`config.mk`:
```
export PLATFORM = sky130hd
export DESIGN_NAME = rv_decode_stage
export DESIGN_NICKNAME = d
export VERILOG_FILES = /design/src/rtl/rv_decode_stage.sv
export SDC_FILE = /design/constraint.sdc
export NUM_CORES = 1
export LEC_CHECK = 0
export CAP_MARGIN = 20
export CORE_MARGIN = 3
export CORE_UTILIZATION = 45
export DETAILED_ROUTE_END_ITERATION = 10
export GPL_ROUTABILITY_DRIVEN = 1
export HOLD_SLACK_MARGIN = 0.05
export PLACE_DENSITY = 0.92
export RECOVER_POWER = 100
export SKIP_LAST_GASP = 1
export SLEW_MARGIN = 10
export SYNTH_ARGS = -nofsm -noshare
export SYNTH_HDL_FRONTEND = slang
export SYNTH_SLANG_ARGS = --single-unit
```
`constraint.sdc`:
```
create_clock -name clk -period 3.37 [get_ports clk]
set_input_delay 0.674 -clock clk [delete_from_list [all_inputs] [get_ports clk]]
set_output_delay 0.674 -clock clk [all_outputs]
set_load 0.005 [all_outputs]
```
`src/rtl/rv_decode_stage.sv`:
```
// RV32I/RV32IM decode stage: decodes one instruction per valid/ready transfer
// into a registered bundle with stall, flush and an accepted-bundle counter.
module rv_decode_stage #(
    parameter int XLEN     = 32,
    parameter int REG_AW   = 5,
    parameter int ENABLE_M = 0,
    parameter int PASS_PC  = 1
) (
    input  logic              clk,
    input  logic              rst,
    input  logic              flush,
    input  logic              in_valid,
    output logic              in_ready,
    input  logic [31:0]       in_instr,
    input  logic [XLEN-1:0]   in_pc,
    output logic              out_valid,
    input  logic              out_ready,
    output logic [XLEN-1:0]   out_pc,
    output logic [REG_AW-1:0] out_rs1,
    output logic [REG_AW-1:0] out_rs2,
    output logic [REG_AW-1:0] out_rd,
    output logic [2:0]        out_func3,
    output logic [6:0]        out_func7,
    output logic [6:0]        out_opcode,
    output logic [XLEN-1:0]   out_imm,
    output logic [5:0]        out_fmt,
    output logic              out_rd_v,
    output logic              out_rs1_v,
    output logic              out_rs2_v,
    output logic              out_f3_v,
    output logic              out_f7_v,
    output logic              out_imm_v,
    output logic              out_illegal,
    output logic [31:0]       dec_count
);
    typedef struct packed {
        logic [XLEN-1:0]   pc;
        logic [REG_AW-1:0] rs1, rs2, rd;
        logic [2:0]        f3;
        logic [6:0]        f7, opc;
        logic [XLEN-1:0]   imm;
        logic [5:0]        fmt;   // {J,U,B,S,I,R}
        logic              rd_v, rs1_v, rs2_v, f3_v, f7_v, imm_v, ill;
    } bundle_t;

    bundle_t     bundle_d, bundle_q;
    logic        valid_q;
    logic [31:0] cnt_q;
    logic [5:0]  fmt;
    logic        ill;
    logic [31:0] imm32;
    logic [2:0]  f3;
    logic [6:0]  f7, opc;
    logic        load, drain;

    assign opc = in_instr[6:0];
    assign f3  = in_instr[14:12];
    assign f7  = in_instr[31:25];

    always_comb begin
        fmt = 6'b0;
        ill = 1'b0;
        if (in_instr[1:0] != 2'b11) begin
            ill = 1'b1;
        end else begin
            case (opc)
                7'b0110011: begin
                    fmt = 6'b000001;
                    ill = !((f7 == 7'b0000000) ||
                            (f7 == 7'b0100000 && (f3 == 3'b000 || f3 == 3'b101)) ||
                            (f7 == 7'b0000001 && ENABLE_M != 0));
                end
                7'b0010011, 7'b1110011: fmt = 6'b000010;
                7'b0000011: begin
                    fmt = 6'b000010;
                    ill = (f3 == 3'b011) || (f3 == 3'b110) || (f3 == 3'b111);
                end
                7'b1100111: begin
                    fmt = 6'b000010;
                    ill = (f3 != 3'b000);
                end
                7'b0100011: begin
                    fmt = 6'b000100;
                    ill = (f3 > 3'b010);
                end
                7'b1100011: begin
                    fmt = 6'b001000;
                    ill = (f3 == 3'b010) || (f3 == 3'b011);
                end
                7'b0110111, 7'b0010111: fmt = 6'b010000;
                7'b1101111: fmt = 6'b100000;
                default: ill = 1'b1;
            endcase
        end
        // Illegal encodings carry no format, so every flag and the immediate clear too
        if (ill) fmt = 6'b0;

        imm32 = 32'b0;
        if (fmt[1]) imm32 = {{20{in_instr[31]}}, in_instr[31:20]};
        if (fmt[2]) imm32 = {{20{in_instr[31]}}, in_instr[31:25], in_instr[11:7]};
        if (fmt[3]) imm32 = {{19{in_instr[31]}}, in_instr[31], in_instr[7],
                             in_instr[30:25], in_instr[11:8], 1'b0};
        if (fmt[4]) imm32 = {in_instr[31:12], 12'b0};
        if (fmt[5]) imm32 = {{11{in_instr[31]}}, in_instr[31], in_instr[19:12],
                             in_instr[20], in_instr[30:21], 1'b0};

        bundle_d       = '0;
        bundle_d.pc    = (PASS_PC != 0) ? in_pc : '0;
        bundle_d.rs1   = REG_AW'(in_instr[19:15]);
        bundle_d.rs2   = REG_AW'(in_instr[24:20]);
        bundle_d.rd    = REG_AW'(in_instr[11:7]);
        bundle_d.f3    = f3;
        bundle_d.f7    = f7;
        bundle_d.opc   = opc;
        bundle_d.imm   = XLEN'($signed(imm32));
        bundle_d.fmt   = fmt;
        bundle_d.rd_v  = fmt[0] | fmt[1] | fmt[4] | fmt[5];
        bundle_d.rs1_v = |fmt[3:0];
        bundle_d.rs2_v = fmt[0] | fmt[2] | fmt[3];
        bundle_d.f3_v  = |fmt[3:0];
        bundle_d.f7_v  = fmt[0];
        bundle_d.imm_v = |fmt[5:1];
        bundle_d.ill   = ill;
    end

    assign in_ready = !valid_q || out_ready;
    assign load     = in_valid && in_ready && !flush;
    assign drain    = valid_q && out_ready;

    always_ff @(posedge clk) begin
        if (rst) begin
            bundle_q <= '0;
            valid_q  <= 1'b0;
            cnt_q    <= 32'd0;
        end else begin
            // A transfer completing alongside flush still counts
            if (drain) cnt_q <= cnt_q + 32'd1;
            if (flush) begin
                valid_q <= 1'b0;
            end else if (load) begin
                bundle_q <= bundle_d;
                valid_q  <= 1'b1;
            end else if (drain) begin
                valid_q <= 1'b0;
            end
        end
    end

    assign out_valid   = valid_q;
    assign out_pc      = bundle_q.pc;
    assign out_rs1     = bundle_q.rs1;
    assign out_rs2     = bundle_q.rs2;
    assign out_rd      = bundle_q.rd;
    assign out_func3   = bundle_q.f3;
    assign out_func7   = bundle_q.f7;
    assign out_opcode  = bundle_q.opc;
    assign out_imm     = bundle_q.imm;
    assign out_fmt     = bundle_q.fmt;
    assign out_rd_v    = bundle_q.rd_v;
    assign out_rs1_v   = bundle_q.rs1_v;
    assign out_rs2_v   = bundle_q.rs2_v;
    assign out_f3_v    = bundle_q.f3_v;
    assign out_f7_v    = bundle_q.f7_v;
    assign out_imm_v   = bundle_q.imm_v;
    assign out_illegal = bundle_q.ill;
    assign dec_count   = cnt_q;
endmodule

```
Word level (Yosys, flattened, before mapping). Cells that the tools add are included.

$add $sub $neg: 1. Magnitude comparators: 1. Eq/ne operators: 17. Muxes and demuxes: 12. Bitwise gates (word level): 6. Reduce and logical (&&, ||, !) cells: 24.

Operators with widths (count): 32-bit 2-to-1 mux (5); 6-bit one-hot mux with 6 select lines (1); 32-bit by 1-bit adder with 32-bit output, second input constant (1); 7-bit by 6-bit == test with 1-bit output, second input constant (4); 7-bit == test, second input constant (4); 7-bit by 5-bit == test with 1-bit output, second input constant (2); 6-bit 2-to-1 mux (2); 5-bit OR reduction (2); 3-bit == test, second input constant (3); 4-bit OR reduction (2); 7-bit by 2-bit == test with 1-bit output, second input constant (1); 7-bit logical NOT (1); 3-bit by 2-bit == test with 1-bit output, second input constant (2); 1-bit logical OR (6); 1-bit one-hot mux with 6 select lines (1); 1-bit bitwise OR (5); 1-bit logical AND (4); 2-bit OR reduction (2); 3-bit by 2-bit > comparator with 1-bit output, second input constant (1); 1-bit logical NOT (3); 3-bit logical NOT (1); 1-bit 2-to-1 mux (3); 3-bit nonzero test (1); 2-bit != test, second input constant (1); 3 further kinds (3).

Flip-flop bits (word level): 141. Input bits: 69. Output and inout port bits: 143. Word-level logic and storage cells: 78.

Logic depth before layout (Yosys ltp). Gate-level depths: netlist of the first run.

Depth in word-level cells: 13. Gate-level depth with buffers: 8. Gate-level depth less buffers: 6.

Least setup slack after synthesis of the first run. Ideal clock, no wire load.

Kind: input to register. Start point: in in_instr[2]. End point: reg bundle_q (netlist bit out_imm[29]). Setup time: 0.136 ns. Data arrival time: 2.415 ns. Path slack: 0.818 ns. Cell stages on the path: 8. Buffers on the path: 3. Cell sequence: buf_2 -> inv_1 -> o22a_1 -> or4_1 -> clkbuf_1 -> nand4_1 -> clkbuf_1 -> a31oi_1.

Longest elaborated chain between the ends: 10. Elaborated cells between the ends (all ways): 23. Classes of those cells: eq/ne: 10; mux: 10; reduce/logical: 3.

Ends and longest elaborated chain: start: declaration (line 14) `input logic [31:0] in_instr,`; 7-bit == test, or another cell as far along (line 66) `case (opc)`; 5-bit OR reduction (no line), or another cell as far along; 1-bit one-hot mux with 6 select lines or 6-bit one-hot mux with 6 select lines (tied branches) (line 66); 1-bit 2-to-1 mux or 6-bit 2-to-1 mux (tied branches) (line 63) `if (in_instr[1:0] != 2'b11) begin`; 6-bit 2-to-1 mux (*) (line 96) `if (ill) fmt = 6'b0;`; 32-bit 2-to-1 mux (line 99) `if (fmt[1]) imm32 = {{20{in_instr[31]}}, in_instr[31:20]};`; 32-bit 2-to-1 mux (line 100) `if (fmt[2]) imm32 = {{20{in_instr[31]}}, in_instr[31:25], in_instr[11:7]};`; 32-bit 2-to-1 mux (line 101) `if (fmt[3]) imm32 = {{19{in_instr[31]}}, in_instr[31], in_instr[7],`; 32-bit 2-to-1 mux (line 103) `if (fmt[4]) imm32 = {in_instr[31:12], 12'b0};`; 32-bit 2-to-1 mux (*) (line 104) `if (fmt[5]) imm32 = {{11{in_instr[31]}}, in_instr[31], in_instr[19:12],`; end signal: assignment (line 141) `bundle_q <= bundle_d;`; end: declaration (line 46) `bundle_t bundle_d, bundle_q;`.

Mark *: on every way between the ends. The rest lies on a longest branch, timed or not. A chain may end at the register's enable or synchronous reset.

Final worst setup path of the first run.
Start point: in out_ready. End point: out in_ready.

Longest elaborated chain between the ends: 1.

Ends and longest elaborated chain: start: declaration (line 17) `input logic out_ready,`; 1-bit logical OR (line 126) `assign in_ready = !valid_q || out_ready;`; end: declaration (line 13) `output logic in_ready,`.

Every way passes these cells.

==> results of run 1 <==
critical path, delay by kind of cell:
kind          cells  cell delay (ns)
buf+inv           3             1.28
simple gates      1             0.34
through the flow:
step                      worst slack [ns]  util, %
after floorplan                     0.8184        -
after global placement              0.2634    65.88
after detailed placement            0.2395    65.88
after CTS                           0.5071    70.38
after global routing                0.3025    70.10
final                               0.3930    70.10
layout by cell type, fill, tap and decap left out, drive strengths merged, types with 5 or more instances in the layout:
master | netlist | routed
clkbuf | 45 | 25
a22oi | 8 | 8
a31oi | 12 | 12
clkdlybuf4s50 | 0 | 65
and4 | 7 | 7
clkinv | 0 | 7
nor3 | 9 | 9
inv | 15 | 16
or4 | 9 | 9
a21oi | 124 | 124
dfxtp | 140 | 140
o21ai | 44 | 44
xnor2 | 10 | 10
dlygate4sd3 | 0 | 145
nor2 | 31 | 31
nand2b | 9 | 9
xor2 | 5 | 5
or3 | 12 | 12
nand3 | 18 | 18
nand4 | 13 | 13
nand2 | 165 | 165
buf | 7 | 16
registers in the layout (all words and copies together), names as in the netlist:
signal and flops:
out_valid 1, out_fmt 6, out_imm 32, out_rd 5, out_imm_v 1, out_rd_v 1
out_rs2 5, dec_count 32, out_func7 7, out_pc 32, out_illegal 1, out_opcode 7
out_func3 3, out_rs1 5, out_f3_v 1, out_rs2_v 1
where the power goes:
group,switching [uW],leakage (uW),internal (uW)
Combinational,207,0.00197,204
Clock,710,0.000273,1050
Sequential,26.8,0.00114,1710
final timing paths:
| check | to | slack (ns) | depth (start not counted) |
|---|---|---|---|
| min | out_func7[0]$_SDFFE_PP0P_ | 0.45 | 2 |
| min reg2reg | out_func7[0]$_SDFFE_PP0P_ | 0.45 | 2 |
| max reg2reg | dec_count[22]$_SDFFE_PP0P_ | 0.99 | 6 |
| max | in_ready | 0.39 | 4 |
cell type report:
| class | count | share of cell area, % |
|---|---|---|
| Sequential cell | 140 | 32.47 |
| Multi-Input combinational cell | 526 | 31.66 |
| Timing Repair Buffer | 230 | 26.37 |
| Clock buffer | 21 | 5.335 |
| Tap cell | 168 | 2.435 |
| Clock inverter | 11 | 1.073 |
| Inverter | 15 | 0.6524 |
cell families (layout without fill, tap and decap cells):
family	after synthesis	in the layout	share of synthesized area, %
fa+ha+maj	1	1	0.2158
buf+inv	67	277	4.640
flops	140	140	48.35
xor+xnor	15	15	2.266
mux	1	1	0.1727
simple gates	292	292	23.40
compound gates	217	217	20.96
per-layer routing:
| metal | routed length [um] | up-vias |
|---|---|---|
| met5 | 0 | - |
| met4 | 438 | 0 |
| met3 | 1594 | 37 |
| li1 | - | 2969 |
| met2 | 9017 | 295 |
| met1 | 8017 | 2947 |
==> summary.txt, run 1 <==
Area Overhead vs Synth = 48.89%
Hold Path Class = flop to flop
layout cell share with drive strength beyond 1 = 5.514%
Cell Rows = 40
routing usage on met1 = 33.59%
outcome = finished clean
H-Tree Level Count = 4
global-route wire length before repair = 30260 um
slowest CP cell = dlygate4sd3_1
clk sinks = 140
top cells by count, synth = nand2_1 (165), dfxtp_1 (140), a21oi_1 (124)
fillers = 958
Slew headroom = 33.80%
core area = 12310 um2
dpl cells = 1079
max_cap viols = 0
synth top area cells = dfxtp_1 (48%), a21oi_1 (11%), nand2_1 (11%)
antenna cells = 0
Synth Instances = 733
crit path time final = 2.977 ns
wire per inst = 17.16 um
area taken by multi-input logic gates = 2733 um2
Yosys cell types = 56
RSZ-0062 raised after global routing = no
drt pass-1 iters = 5
Critical R2R Launch = dec_count[0]$_SDFFE_PP0P_
DP Area = 8112 um2
Hold Crit Start = out_func7[0]$_SDFFE_PP0P_
final hold vios = 0
detailed-route DRC error count = 0
ys flop type = dfxtp_1
Num CTS Buffers = 17
Hold WS = 0.4481 ns
Die Footprint = 14280 um2
Slew Viols, Final = 0
most numerous cell in the Yosys netlist = nand2_1
GRT met3 Usage = 8.106%
Worst EP arrival = 2.30 ns
Tot GR Track Use = 26.15%
path type of the worst setup path = primary input to primary output
GRT busiest layer = met2
Die Height = 119.5 um
asr flop ratio synth = 0%
dpl hpwl = 13320 um
Lkg Pwr = 0.003382 uW
Max Fanout on Critical Path = 7
CTS tree = yes
global routing usage on met2 = 42.02%
post-route insts no fill = 1111
Antenna Nets Post-Route = 0
final clock skew = 0.005283 ns
Yosys top cell area share = 48.35%
post-synthesis sequential area ratio = 48.35%
Placer Congestion = 0.9163
remaining global-route overflow = 0
Yosys Warn Count = 0
antenna violations before repair = 0
setup bufs post-CTS = 0
number of flops mapped to enable cells by yosys = 0
register area = 2803 um2
NumNets Final = 1000
CP endpoint kind = primary output
design area = 8631 um2
die width = 119.5 um
PostCTS Resize Cnt = 0
Total Wirelength = 19070 um
Worst-Margin Slew = 0.9930 ns
CP startpoint = out_ready
number of synthesized register bits = 140
net count after synthesis = 803
Synth area leader = dfxtp_1
crit-path most repeated cell = dlygate4sd3_1
pwr dens = 452.7 nW/um2
vias after detailed routing = 6248
setup violators final = 0
buffers added on ports = 211
Initial Util = 47.08%
clk buf depth = 2
I/O Pins = 212
First DRT Iteration DRCs = 560
clock-pin slew on the worst setup and hold paths = 0.06 ns
post-synthesis area per instance = 7.908 um2
Sum Neg Setup Slack = 0 ns
Worst-Skew Late Latency = 0.42 ns
largest net degree at the start of global routing = 76
Worst Path Required = 2.70 ns
fin crit share = 88.34%
Crit path largest cell delay = 0.62 ns
Post-Syn Area = 5797 um2
overall power = 3907 uW
clock root cell = clkbuf_16
# hold bufs at CTS = 0
Startpoint Class = primary input
Peak supply drop = 0.0003228 V
number of global-route vias before repair = 5787
Max Fclk = 335.9 MHz
critical path cell sequence = dlygate4sd3_1 -> and2b_1 -> inv_1 -> dlygate4sd3_1
Via-to-Cell Ratio = 5.624
Power figures use the tool's default switching activity.
==> run 2: changes to the inputs <==
--- a/config.mk
+++ b/config.mk
@@ -6,7 +6,6 @@
 export NUM_CORES = 1
 export LEC_CHECK = 0
 export CAP_MARGIN = 20
-export CORE_MARGIN = 3
 export CORE_UTILIZATION = 45
 export DETAILED_ROUTE_END_ITERATION = 10
 export GPL_ROUTABILITY_DRIVEN = 1
==> summary.txt, run 2 (synthesized netlist as in run 1, its figures left out) <==
setup violators final = 0
clk buf depth = 2
Seq pwr share = 44.2%
Worst-Skew Late Latency = 0.41 ns
Total Wirelength = 18360 um
fillers = 1008
most common cell after layout, fill and taps aside = nand2_1
Initial Util = 46.12%
critical path cell sequence = clkdlybuf4s50_1 -> buf_4 -> and2b_1 -> inv_1 -> dlygate4sd3_1
largest net degree at the start of global routing = 71
global-route wire length before repair = 28210 um
Antenna Nets Post-Route = 0
number of global-route vias before repair = 5516
Worst-Margin Slew = 1.256 ns
Via-to-Cell Ratio = 5.474
CP startpoint = out_ready
detailed-route DRC error count = 0
switch share = 23.81%
Hold Path Class = flop to flop
Lkg Pwr = 0.003391 uW
final core occ = 68.75%
GRT busiest layer = met2
NumNets Final = 999
outcome = finished clean
Max Fanout on Critical Path = 6
clock share of power = 45.5%
Placer Congestion = 0.8794
final clock skew = 0.007270 ns
max_cap viols = 0
GRT met3 Usage = 7.374%
Sum Neg Setup Slack = 0 ns
Slew headroom = 16.24%
wire per inst = 16.48 um
buffers added on ports = 211
Slew Viols, Final = 0
fin crit share = 85.24%
dpl hpwl = 13120 um
Crit path largest cell delay = 0.57 ns
design area = 8641 um2
Worst Path Required = 2.70 ns
remaining global-route overflow = 0
CP endpoint kind = primary output
pwr dens = 455.4 nW/um2
H-Tree Level Count = 4
First DRT Iteration DRCs = 438
core area = 12570 um2
I/O Pins = 212
Hold Crit Start = out_rs2[1]$_SDFFE_PP0P_
clock-pin slew on the worst setup and hold paths = 0.06 ns
die width = 115.5 um
vias after detailed routing = 6098
Area Overhead vs Synth = 49.06%
sw power = 936.9 uW
Num CTS Buffers = 17
Critical R2R Launch = out_valid$_SDFFE_PP0P_
setup bufs post-CTS = 0
global routing usage on met2 = 45.67%
routing usage on met1 = 33.61%
CTS tree = yes
crit path time final = 2.872 ns
Startpoint Class = primary input
Buf+Inv Stages, Crit Path = 4
antenna violations before repair = 0
Worst EP arrival = 2.20 ns
Max Fclk = 348.1 MHz
reg2reg setup slack = 0.90 ns
clk sinks = 140
delay-heaviest family, CP = buffers and inverters
final hold vios = 0
antenna cells = 0
# hold bufs at CTS = 0
Cell Rows = 41
Die Height = 115.5 um
clock root cell = clkbuf_16
Hold WS = 0.4467 ns
Peak supply drop = 0.0003274 V
Internal = 2998 uW
layout cell share with drive strength beyond 1 = 5.839%
Tot GR Track Use = 27.34%
PostCTS Resize Cnt = 0
most frequent cells in the layout = nand2_1 (165), dlygate4sd3_1 (144), dfxtp_1 (140)
slowest CP cell = dlygate4sd3_1
DP Area = 8084 um2
path type of the worst setup path = primary input to primary output
drt pass-1 iters = 5
RSZ-0062 raised after global routing = no
Logic pwr share = 10.4%
Die Footprint = 13340 um2
run 2: metrics by stage:
| step | std cells | setup slack (ns) | total power [uW] |
|---|---|---|---|
| floorplan | 733 | 0.8184 | 1933 |
| global placement | 1082 | 0.3515 | 2192 |
| detailed placement | 1082 | 0.3441 | 2201 |
| CTS | 1114 | 0.5138 | 3981 |
| global route | 1114 | 0.3049 | 4071 |
| finish | 1114 | 0.4975 | 3935 |
run 2: worst min-delay path, stage by stage, from the launching register on:
cell     delay, ns
dfxtp_1       0.30
nand2_1       0.05
a21oi_1       0.05
run 2: path summary, 6_finish.rpt:
check                                             endpoint  cells past startpoint
worst max-delay path                              in_ready                      5
worst min-delay path               out_rs2[1]$_SDFFE_PP0P_                      2
worst min register to register     out_rs2[1]$_SDFFE_PP0P_                      2
worst max register to register  dec_count[31]$_SDFFE_PP0P_                      5
run 2: layout make-up:
class                           count  area (um2)  share of cell area (%)
Clock buffer                       21       480.5                   5.560
Clock inverter                     11       92.59                   1.072
Inverter                           15       56.30                  0.6516
Multi-Input combinational cell    526        2729                   31.58
Sequential cell                   140        2803                   32.44
Tap cell                          172       215.2                   2.491
Timing Repair Buffer              229        2265                   26.21
run 2: per-layer routing:
metal,vias to the layer above,part of all wire (%)
li1,2971,-
met1,2843,42
met2,245,48
met3,39,7.9
met4,0,2.5
met5,-,0
run 2: power groups by stage:
stage / Sequential, uW / Clock (uW) / Combinational, uW
2_1_floorplan: 1780 / 0 / 156
3_3_place_gp: 1770 / 0 / 420
3_5_place_dp: 1780 / 0 / 425
4_1_cts: 1740 / 1810 / 428
5_1_grt: 1740 / 1890 / 444
6_report: 1740 / 1790 / 408
